[config.mk]
export PLATFORM = sky130hd
export DESIGN_NAME = vote_counter
export DESIGN_NICKNAME = d
export VERILOG_FILES = /design/src/rtl/vote_pkg.sv /design/src/rtl/cand_counter.sv /design/src/rtl/vote_counter.sv
export SDC_FILE = /design/constraint.sdc
export NUM_CORES = 1
export LEC_CHECK = 0
export CAP_MARGIN = 10
export CORE_ASPECT_RATIO = 0.8
export CORE_MARGIN = 5
export CORE_UTILIZATION = 44
export CTS_CLUSTER_DIAMETER = 30
export DETAILED_ROUTE_END_ITERATION = 16
export PLACE_DENSITY = 0.75
export SYNTH_ARGS = -nofsm -noshare
export SYNTH_HDL_FRONTEND = slang
export SYNTH_SLANG_ARGS = --single-unit
[constraint.sdc]
create_clock -name clk -period 1.7 [get_ports clk]
set_input_delay 0.34 -clock clk [delete_from_list [all_inputs] [get_ports clk]]
set_output_delay 0.34 -clock clk [all_outputs]
set_load 0.02 [all_outputs]
[src/rtl/vote_pkg.sv]
// Shared types and constants for the four-candidate vote counter:
// FSM state encoding, candidate IDs and the default count width.
package vote_pkg;

    localparam int CNT_W_DEF = 6;

    typedef enum logic [1:0] {
        IDLE   = 2'd0,
        OPEN   = 2'd1,
        CLOSED = 2'd2
    } state_e;

    localparam logic [1:0] CAND_A = 2'd0;
    localparam logic [1:0] CAND_B = 2'd1;
    localparam logic [1:0] CAND_C = 2'd2;
    localparam logic [1:0] CAND_D = 2'd3;

endpackage

[src/rtl/cand_counter.sv]
// One saturating per-candidate tally; sat flags that the next increment
// would wrap, so the caller can refuse it and keep the total consistent.
module cand_counter #(
    parameter int W = 6
) (
    input  logic         clk,
    input  logic         rst_n,
    input  logic         clr,
    input  logic         inc,
    output logic [W-1:0] cnt,
    output logic         sat
);

    logic [W-1:0] cnt_q;

    always_ff @(posedge clk or negedge rst_n) begin
        if (!rst_n) begin
            cnt_q <= '0;
        end else if (clr) begin
            cnt_q <= '0;
        end else if (inc && !sat) begin
            cnt_q <= cnt_q + 1'b1;
        end
    end

    assign sat = (cnt_q == {W{1'b1}});
    assign cnt = cnt_q;

endmodule

[src/rtl/vote_counter.sv]
// Four-candidate election counter with IDLE/OPEN/CLOSED control FSM.
// Build option: define VOTE_OVF_FLAG_EN to get a sticky saturation flag on ovf.
module vote_counter
    import vote_pkg::*;
#(
    parameter int CNT_W = CNT_W_DEF
) (
    input  logic             clk,
    input  logic             rst_n,
    input  logic             open_i,
    input  logic             close_i,
    input  logic             vote_valid,
    input  logic [1:0]       vote_id,
    output logic             vote_ready,
    output logic [CNT_W-1:0] VA,
    output logic [CNT_W-1:0] VB,
    output logic [CNT_W-1:0] VC,
    output logic [CNT_W-1:0] VD,
    output logic [CNT_W+1:0] total,
    output logic             results_valid,
    output logic             ovf
);

    state_e           state_q, state_d;
    logic             clr;
    logic             accept;
    logic [3:0]       sat;
    logic [CNT_W-1:0] cnt [4];
    logic [CNT_W+1:0] total_q;

    always_ff @(posedge clk or negedge rst_n) begin
        if (!rst_n) begin
            state_q <= IDLE;
        end else begin
            state_q <= state_d;
        end
    end

    // In OPEN close wins over open; elsewhere open wins and close is ignored.
    always_comb begin
        state_d = state_q;
        case (state_q)
            IDLE:    if (open_i)  state_d = OPEN;
            OPEN:    if (close_i) state_d = CLOSED;
            CLOSED:  if (open_i)  state_d = OPEN;
            default: state_d = IDLE;
        endcase
    end

    assign clr           = (state_q != OPEN) && open_i;
    assign accept        = vote_valid && vote_ready;
    assign vote_ready    = (state_q == OPEN);
    assign results_valid = (state_q == CLOSED);

    for (genvar i = 0; i < 4; i++) begin : g_cand
        cand_counter #(.W(CNT_W)) u_cnt (
            .clk   (clk),
            .rst_n (rst_n),
            .clr   (clr),
            .inc   (accept && (vote_id == 2'(i))),
            .cnt   (cnt[i]),
            .sat   (sat[i])
        );
    end

    // Total only follows votes that actually landed, so it always equals the sum.
    always_ff @(posedge clk or negedge rst_n) begin
        if (!rst_n) begin
            total_q <= '0;
        end else if (clr) begin
            total_q <= '0;
        end else if (accept && !sat[vote_id]) begin
            total_q <= total_q + 1'b1;
        end
    end

`ifdef VOTE_OVF_FLAG_EN
    logic ovf_q;

    always_ff @(posedge clk or negedge rst_n) begin
        if (!rst_n) begin
            ovf_q <= 1'b0;
        end else if (clr) begin
            ovf_q <= 1'b0;
        end else if (accept && sat[vote_id]) begin
            ovf_q <= 1'b1;
        end
    end

    assign ovf = ovf_q;
`else
    assign ovf = 1'b0;
`endif

    assign VA    = cnt[0];
    assign VB    = cnt[1];
    assign VC    = cnt[2];
    assign VD    = cnt[3];
    assign total = total_q;

endmodule

# Word level (Yosys, flattened, before mapping)
# Cells that the tools add are included.
# word_totals
latch_bits	0
out_inout_bits	35
regBits	34
word_cells	64
rom_bits	0
mem_count	0
ram_bits	0
# classes
n_shift	0
order_cmp	1
add_sub_neg	5
eq_ne	12
n_reduce_logical	25
div_mod_pow	0
n_mux	15
bitwise_logic	0
n_mul	0
# op_table
op	n
$mux 6	8
$add 6x1->6 const B	4
$eq 6x6->1 const B	4
$mux 8	2
$logic_and 1x1->1	11
$reduce_bool 2->1	5
$add 8x1->8 const B	1
$eq 2x2->1 const B	3
$logic_not 1->1	5
$eq 2x1->1 const B	2
$logic_not 2->1	2
$mux 2	2
$ne 2x1->1 const B	2
$pmux 2 s2	1
$lt 2x3->1 const B	1
$bmux 1 s2	1
$ne 2x2->1 const B	1
$reduce_and 2->1	1
$reduce_or 2->1	1
$mux 1	1

# Longest topological paths before layout
# Gate-level depths: netlist of the first run.
# depth
ltp_word	7
ltp_mapped	7
ltp_nobuf	6

# Cells and area by module
# Synthesis of the first run repeated with hierarchy kept, for this count alone.
# unflattened
cells_unflattened	214
area_unflattened_um2	2105.8
# modules_own_cells
mod	area_each_um2	seq_area_each_um2	instances	cells_each
cand_counter	380.4	150.1	4	39
vote_counter	584.3	250.2	1	58

# Worst setup path before layout of the first run
# No wires, ideal clock.
# synth_timing
path_kind	reg2reg
start	register g_cand[3].u_cnt.cnt_q[0]
end	register total_q[7] (netlist: total[7])
path_buffers	0
t_arrival_ns	1.881
stages_incl_launch_ff	7
slack_ns	-0.314
setup_time_ns	0.133
synth_period_minus_slack_ns	2.014
path_cell_list	dfrtp_1 ha_1 and3_4 nor3b_2 o32a_1 or3_1 mux2i_1
# synth_between
elab_chain_cells	6
# synth_lines
element	line	source
start, declared	cand_counter.sv:14	logic [W-1:0] cnt_q;
start signal, assigned	cand_counter.sv:22	cnt_q <= cnt_q + 1'b1;
$eq 6x6->1	cand_counter.sv:26	assign sat = (cnt_q == {W{1'b1}});
$bmux 1 s2	vote_counter.sv:72	end else if (accept && !sat[vote_id]) begin
$mux 1 (implied by the code)	vote_counter.sv:72	
$logic_not 1->1	vote_counter.sv:72	
$logic_and 1x1->1	vote_counter.sv:72	
$reduce_bool 2->1 (no source line)	n/a	
end signal, assigned	vote_counter.sv:73	total_q <= total_q + 1'b1;
end, declared	vote_counter.sv:29	logic [CNT_W+1:0] total_q;
# No other way between the ends. The select of a mux whose other input is x is not followed.
# A chain may end at the register's enable or synchronous reset.

# Worst setup path after layout of the first run
# layout_timing
start	register g_cand[1].u_cnt.cnt_q[1]
end	register total_q[7] (netlist: total[7])
# layout_between
elab_chain_cells	6
# layout_lines
element	line
start, declared	cand_counter.sv:14
start signal, assigned	cand_counter.sv:22
$eq 6x6->1	cand_counter.sv:26
$bmux 1 s2	vote_counter.sv:72
$mux 1 (implied by the code)	vote_counter.sv:72
$logic_not 1->1	vote_counter.sv:72
$logic_and 1x1->1	vote_counter.sv:72
$reduce_bool 2->1 (no source line)	n/a
# No other way between the ends. The select of a mux whose other input is x is not followed.

==> out/qor.yml, run 1 <==
outcome:
  status: "finished with violations"
  violations: "setup timing"
power:
  total_power_w: 0.00204
  ir_drop_mv: 0.525
  leakagePower_nw: 1.49
  power_density_nw_per_um2: 767
yosys:
  yosys-top-cells-count: "dfrtp_1, nor2_1, nand2_1, xor2_1, mux2i_1"
  synth_most_common_cell: "dfrtp_1"
  ys_seq_elements: 34
  synth_top_cell_area_share_pct: 48.1
  ys_top_cells_by_area: "dfrtp_1, xor2_1, nor2_1, nand2_1, mux2i_1"
  synth-seq-area-share_pct: 48.1
  synth_ff_type: "dfrtp_1"
  ys_warn_count: 0
  yosysTopAreaCell: "dfrtp_1"
  synth_edf_count: 0
  ys_types: 42
  syn_inst: 174
  synthArstFlopShare_pct: 100
  syn_avg_cell_area_sq_um: 10.2
  syn_nets: 186
  netlist_area_sq_um: 1770
clocking:
  h-tree-depth: 2
  holdBufCountCts: 0
  clock_sinks: 34
  worstSkewPairLatency_ns: 0.28
  clkSlewWorstSetupHoldPaths_ns: 0.07
  root_buffer: "clkbuf_8"
  cts_tree: "built"
  clock_path_buffers: 2
  cts-buffers-inserted: 5
sta:
  fin_crit_sh_pct: 107
  setup_viol_count_final: 10
  max_freq_mhz: 552
  rsz0062_at_grt: "true"
  drv_slew: 0
  clock_skew_ns: 0.00152
  fin_ws_ns: -0.113
  whs_ns: 0.418
  finalHoldViolCount: 0
  layout_min_cycle_time_ns: 1.81
route:
  num_vias: 1562
  dr.pass1.iters: 4
  routed_wl_um: 4330
  wl_per_cell_um: 14.2
  via_per_inst: 5.12
  drc: 0
  antenna_left: 0
  drt_iter0_drc: 80
worst_setup_path:
  critical_path_class: "reg -> reg"
  arrival_ns: 1.98
  worstPathRequired_ns: 1.87
  crit_fanout: 3
  cp_cell_sequence: "ha_4 -> and3_4 -> and4_4 -> o32a_1 -> or3_1 -> mux2i_1"
  slowest_delay_ns: 0.42
  crit_path_top_delay_cell: "dfrtp_2"
  startpoint_type: "flip-flop"
  critPathCaptureType: "flip-flop"
layout:
  syn_to_final_growth_pct: 50.7
  num-nets-final: 261
  layout.cells.non_filler: 305
  multi_input_area_sq_um: 940
  design_area_sq_um: 2670
  n_fill_cell: 318
  antenna_cells: 0
  register_area_sq_um: 861
  drive_gt1_share_pct: 28.0
floorplanning:
  chipWidth_um: 80.9
  die_h_um: 66.7
  row_count: 20
  initial_core_util_pct: 45.9
  die_area_sq_um: 5400
  io_pins: 42
  core_area_sq_um: 3850
place:
  placed_cells: 293
  numPortBuffers: 40
  place_congestion: 0.850
  postPlaceCellArea_sq_um: 2480
  dp_hpwl_um: 2930
  dpl_worst_slack_ns: -0.362
grt:
  grtUsageTotal_pct: 16.9
  grt_pass1_wl_um: 7040
  grt-ovfl-total: 0
  grt_pass1_vias: 1563
  antenna_found_initial: 0
  grt_max_degree: 35
worst_hold_path:
  hold_class: "in -> async"
job:
  drv_cap: 0
[state kept, by name (all words and copies together), names as in the netlist]
signal / count
g_cand.u_cnt.cnt: 24
total: 8
state_q: 2
[metal layers]
metal / wire length [um] / global-route usage, %
met1: 2070 / 22.2
met2: 1990 / 27.8
met3: 232 / 4.46
met4: 27 / 3.80
met5: 0 / 0
[path summary, 6_finish.rpt]
| check | start | end | slack [ns] | cells after the start |
|---|---|---|---|---|
| hold reg to reg | total[7]$_DFFE_PN0P_ | total[7]$_DFFE_PN0P_ | 0.49 | 1 |
| min in group clk | total[7]$_DFFE_PN0P_ | total[7]$_DFFE_PN0P_ | 0.49 | 1 |
| setup / recovery | g_cand[1].u_cnt.cnt[1]$_DFFE_PN0P_ | total[7]$_DFFE_PN0P_ | -0.11 | 6 |
| max in group asynchronous | rst_n | g_cand[0].u_cnt.cnt[0]$_DFFE_PN0P_ | 1.08 | 2 |
| setup reg to reg | g_cand[1].u_cnt.cnt[1]$_DFFE_PN0P_ | total[7]$_DFFE_PN0P_ | -0.11 | 6 |
| hold / removal | rst_n | g_cand[3].u_cnt.cnt[0]$_DFFE_PN0P_ | 0.42 | 2 |
[power breakdown]
part	total (W)	internal (W)	switching, W
logic	0.000441	0.000208	0.000233
registers	0.000900	0.000852	0.0000483
clock network	0.000704	0.000409	0.000294
total	0.00204	0.00147	0.000576
[layout make-up]
| type | count | area share [%] |
|---|---|---|
| repair buffers | 73 | 25.1 |
| flip-flops and latches | 34 | 32.3 |
| inverters | 5 | 0.704 |
| clock buffers | 8 | 4.13 |
| multi-input cells | 130 | 35.2 |
| well taps | 55 | 2.58 |
[through the flow]
stage	utilization [%]	setup TNS, ns
2_1_floorplan	-	-0.904
6_report	69.2	-0.459
4_1_cts	67.9	-0.439
3_5_place_dp	64.5	-7.84
3_3_place_gp	64.5	-7.21
5_1_grt	69.2	-1.70
[cell families (layout without fill, tap and decap cells)]
kind of cell	after synthesis	after routing	synth area share [%]
fa+ha+maj	5	5	3.53
buf+inv	10	86	2.40
simple gates	80	80	23.3
mux	8	8	4.52
flops	34	34	48.1
other cells	1	1	0.212
compound gates	16	16	8.13
xor+xnor	20	20	9.89
[repair_timing]
| item | in CTS | in global routing |
|---|---|---|
| gates resized for setup | 21 | 18 |
| cloned | 0 | 0 |
| endpoints found under the setup margin | 25 | 38 |
| pin swaps | 4 | 3 |
| buffers inserted | 2 | 2 |
[cells in the final DEF (no fill, tap or decap), types with 2 or more instances in the layout]
cell,Yosys,layout
clkbuf_8,0,8
ha_1,5,2
and3_1,3,3
a31o_1,2,2
a211oi_2,1,2
and3_4,2,3
xor2_1,13,13
a21oi_1,3,3
nand3_1,3,3
nand4_1,6,6
ha_4,0,3
clkdlybuf4s50_1,0,11
or3_1,2,2
nor2_1,30,29
dlymetal6s2s_1,0,13
nand2_1,22,22
inv_1,4,4
a311oi_2,2,2
dfrtp_1,34,26
xnor2_1,7,7
mux2i_1,8,8
dfrtp_2,0,8
dlygate4sd2_1,0,15
buf_4,1,32
[critical path: cells and delay by family, from the launching register on]
family | cells | cell delay [ns]
AND/OR/NAND/NOR | 3 | 0.70
flip-flops | 1 | 0.42
AO/OA/AOI/OAI | 1 | 0.29
adder cells (fa/ha/maj) | 1 | 0.16
multiplexers | 1 | 0.12
Power figures use the tool's default switching activity.
==> inputs of run 2 (changes only) <==
--- a/config.mk
+++ b/config.mk
@@ -8,10 +8,10 @@
 export CAP_MARGIN = 10
 export CORE_ASPECT_RATIO = 0.8
 export CORE_MARGIN = 5
-export CORE_UTILIZATION = 44
+export CORE_UTILIZATION = 40
 export CTS_CLUSTER_DIAMETER = 30
 export DETAILED_ROUTE_END_ITERATION = 16
-export PLACE_DENSITY = 0.75
+export PLACE_DENSITY = 0.66
 export SYNTH_ARGS = -nofsm -noshare
 export SYNTH_HDL_FRONTEND = slang
 export SYNTH_SLANG_ARGS = --single-unit
==> constraint.sdc (replaced) <==
create_clock -name clk -period 2.1 [get_ports clk]
set_input_delay 0.42 -clock clk [delete_from_list [all_inputs] [get_ports clk]]
set_output_delay 0.42 -clock clk [all_outputs]
set_load 0.02 [all_outputs]
==> run 2 against run 1 <==
Net effect: the run now ends clean; routed wire length fell by 8.5%; worst hold slack improved by 0.073 ns; critical path depth did not move; count of clock-buffer cells in the layout fell by 1; critical endpoint unchanged; largest power group unchanged.
==> out/qor.yml, run 2 (same netlist as run 1, synthesis figures left out) <==
clocking:
  h-tree-depth: 2  # unchanged
  clock_path_buffers: 2  # unchanged
  cts_setup_buffers: 0  # was 2
  holdBufCountCts: 0  # unchanged
  cts-buffers-inserted: 5  # unchanged
  root_buffer: "clkbuf_8"  # unchanged
  cts_tree: "built"  # unchanged
  clock_sinks: 34  # unchanged
  worstSkewPairLatency_ns: 0.28  # about the same
  clkSlewWorstSetupHoldPaths_ns: 0.07  # about the same
place:
  placed_cells: 281  # was 293
  numPortBuffers: 40  # unchanged
  dp_hpwl_um: 2870  # was 2930 um
  postPlaceCellArea_sq_um: 2330  # was 2480 sq um
  place_congestion: 0.779  # was 0.850
route:
  antenna_left: 0  # unchanged
  drt_iter0_drc: 61  # was 80
  drc: 0  # unchanged
  num_vias: 1454  # was 1,562
  wl_per_cell_um: 13.8  # was 14.2 um
  routed_wl_um: 3960  # was 4330 um
  via_per_inst: 5.05  # was 5.12
  dr.pass1.iters: 4  # unchanged
layout:
  largest_reg_flops: 24  # unchanged
  final_util_pct: 56.9  # was 69.2%
  layout_commonest_cell: "clkdlybuf4s50_1"  # was buf_4
  layout.cells.non_filler: 288  # was 305
  design_area_sq_um: 2410  # was 2670 sq um
  antenna_cells: 0  # unchanged
  mostFrequentLayoutCells: "clkdlybuf4s50_1, dfrtp_1, nor2_1"  # was buf_4, nor2_1, dfrtp_1
  drive_gt1_share_pct: 14.7  # was 28.0%
  num-nets-final: 243  # was 261
  n_fill_cell: 386  # was 318
  syn_to_final_growth_pct: 36.0  # was 50.7%
grt:
  grt_max_degree: 35  # unchanged
  grt.busiest_layer: "met2"  # unchanged
  grtUsageMet1_pct: 19.9  # was 22.2%
  grt-ovfl-total: 0  # unchanged
  grt_pass1_wl_um: 7070  # was 7040 um
  gr-usage-met2_pct: 22.4  # was 27.8%
  use_met3_pct: 5.58  # was 4.46%
  grt_pass1_vias: 1481  # was 1,563
  antenna_found_initial: 0  # unchanged
  grtUsageTotal_pct: 14.9  # was 16.9%
worst_hold_path:
  hold_class: "reg -> reg"  # was in -> async
  hp-start: "total[7]$_DFFE_PN0P_"
  min_path_cells: 1
  hold_end: "total[7]$_DFFE_PN0P_"
worst_setup_path:
  crit_fanout: 5  # was 3
  arrival_ns: 2.15  # was 1.98 ns
  regToRegStartpoint: "g_cand[3].u_cnt.cnt[1]$_DFFE_PN0P_"  # was g_cand[1].u_cnt.cnt[1]$_DFFE_PN0P_
  reg2regPathDepth: 6  # unchanged
  worstSetupStartpoint: "g_cand[3].u_cnt.cnt[1]$_DFFE_PN0P_"  # was g_cand[1].u_cnt.cnt[1]$_DFFE_PN0P_
  critical_path_class: "reg -> reg"  # unchanged
  critPathCaptureType: "flip-flop"  # unchanged
  r2r_setup_slack_ns: 0.12  # was -0.11 ns
  startpoint_type: "flip-flop"  # unchanged
  worstPathRequired_ns: 2.27  # was 1.87 ns
  timing.rr.end: "total[7]$_DFFE_PN0P_"  # unchanged
floorplanning:
  row_count: 21  # was 20
  chipWidth_um: 84.4  # was 80.9 um
  core_area_sq_um: 4230  # was 3850 sq um
  io_pins: 42  # unchanged
  die_h_um: 69.5  # was 66.7 um
  die_area_sq_um: 5860  # was 5400 sq um
  initial_core_util_pct: 41.9  # was 45.9%
sta:
  clock_skew_ns: 0.00653  # was 0.00152 ns
  whs_ns: 0.491  # was 0.418 ns
  max_freq_mhz: 505  # was 552 MHz
  drv_slew: 0  # unchanged
  rsz0062_at_grt: "false"  # was true
  layout_min_cycle_time_ns: 1.98  # was 1.81 ns
  fin_crit_sh_pct: 94.2  # was 107%
  finalHoldViolCount: 0  # unchanged
  setup_viol_count_final: 0  # was 10
job:
  drv_cap: 0  # unchanged
power:
  total_power_w: 0.00148  # was 0.00204 W
  ir_drop_mv: 0.342  # was 0.525 mV
  power_density_nw_per_um2: 615  # was 767 nW/um^2
  leakagePower_nw: 1.08  # was 1.49 nW
outcome:
  status: "finished clean"  # was finished with violations
[run 2: worst max-delay path: stages, from the launching register on]
cell and delay, ns:
dfrtp_1 0.43, ha_1 0.24, and3_4 0.17, nor3b_2 0.16, o32a_1 0.36, or3_1 0.39, mux2i_1 0.12
[run 2: stage by stage]
step           setup slack, ns  TNS [ns]
2_1_floorplan           0.0865         0
3_3_place_gp            -0.122    -0.183
3_5_place_dp            -0.161    -0.503
4_1_cts                  0.111         0
5_1_grt                 0.0407         0
6_report                 0.121         0
[run 2: timing repair]
item	4_1_cts	5_1_grt
gates resized for setup	1	0
endpoints found under the hold margin	0	0
endpoints found under the setup margin	1	0
[run 2: where the power goes]
part	leakage (nW)	internal, W	switching [W]
Sequential	0.470	0.000687	0.0000384
Combinational	0.569	0.000143	0.000169
Clock	0.0383	0.000228	0.000216
[run 2: worst max path at each step]
| stage | to | slack (ns) | cells after the start |
|---|---|---|---|
| after floorplan | total[7]$_DFFE_PN0P_ | 0.09 | 6 |
| after global placement | total[7]$_DFFE_PN0P_ | -0.12 | 6 |
| after detailed placement | total[7]$_DFFE_PN0P_ | -0.16 | 6 |
| after CTS | total[7]$_DFFE_PN0P_ | 0.11 | 6 |
| after global routing | total[4]$_DFFE_PN0P_ | 0.04 | 8 |
| final | total[7]$_DFFE_PN0P_ | 0.12 | 6 |
[run 2: layout make-up]
class                      instances  area (sq um)  share of cell area, %
timing repair buffer              55           512                   21.2
sequential                        34           851                   35.3
multi-input combinational        130           880                   36.5
inverter                           5          18.8                  0.779
tap                               57          71.3                   2.96
clock buffer                       7          76.3                   3.17
[run 2: routing by layer]
metal / up-vias / part of all wire (%)
met3: 5 / 6.1
met2: 33 / 44
met4: 0 / 1.1
li1: 714 / -
met1: 702 / 49
met5: - / 0
==> inputs of run 3 (changes only) <==
--- a/config.mk
+++ b/config.mk
@@ -12,6 +12,7 @@
 export CTS_CLUSTER_DIAMETER = 30
 export DETAILED_ROUTE_END_ITERATION = 16
 export PLACE_DENSITY = 0.66
+export SLEW_MARGIN = 5
 export SYNTH_ARGS = -nofsm -noshare
 export SYNTH_HDL_FRONTEND = slang
 export SYNTH_SLANG_ARGS = --single-unit
==> results of run 3 <==
Final layout, timing and power as in run 2 (identical DEF).
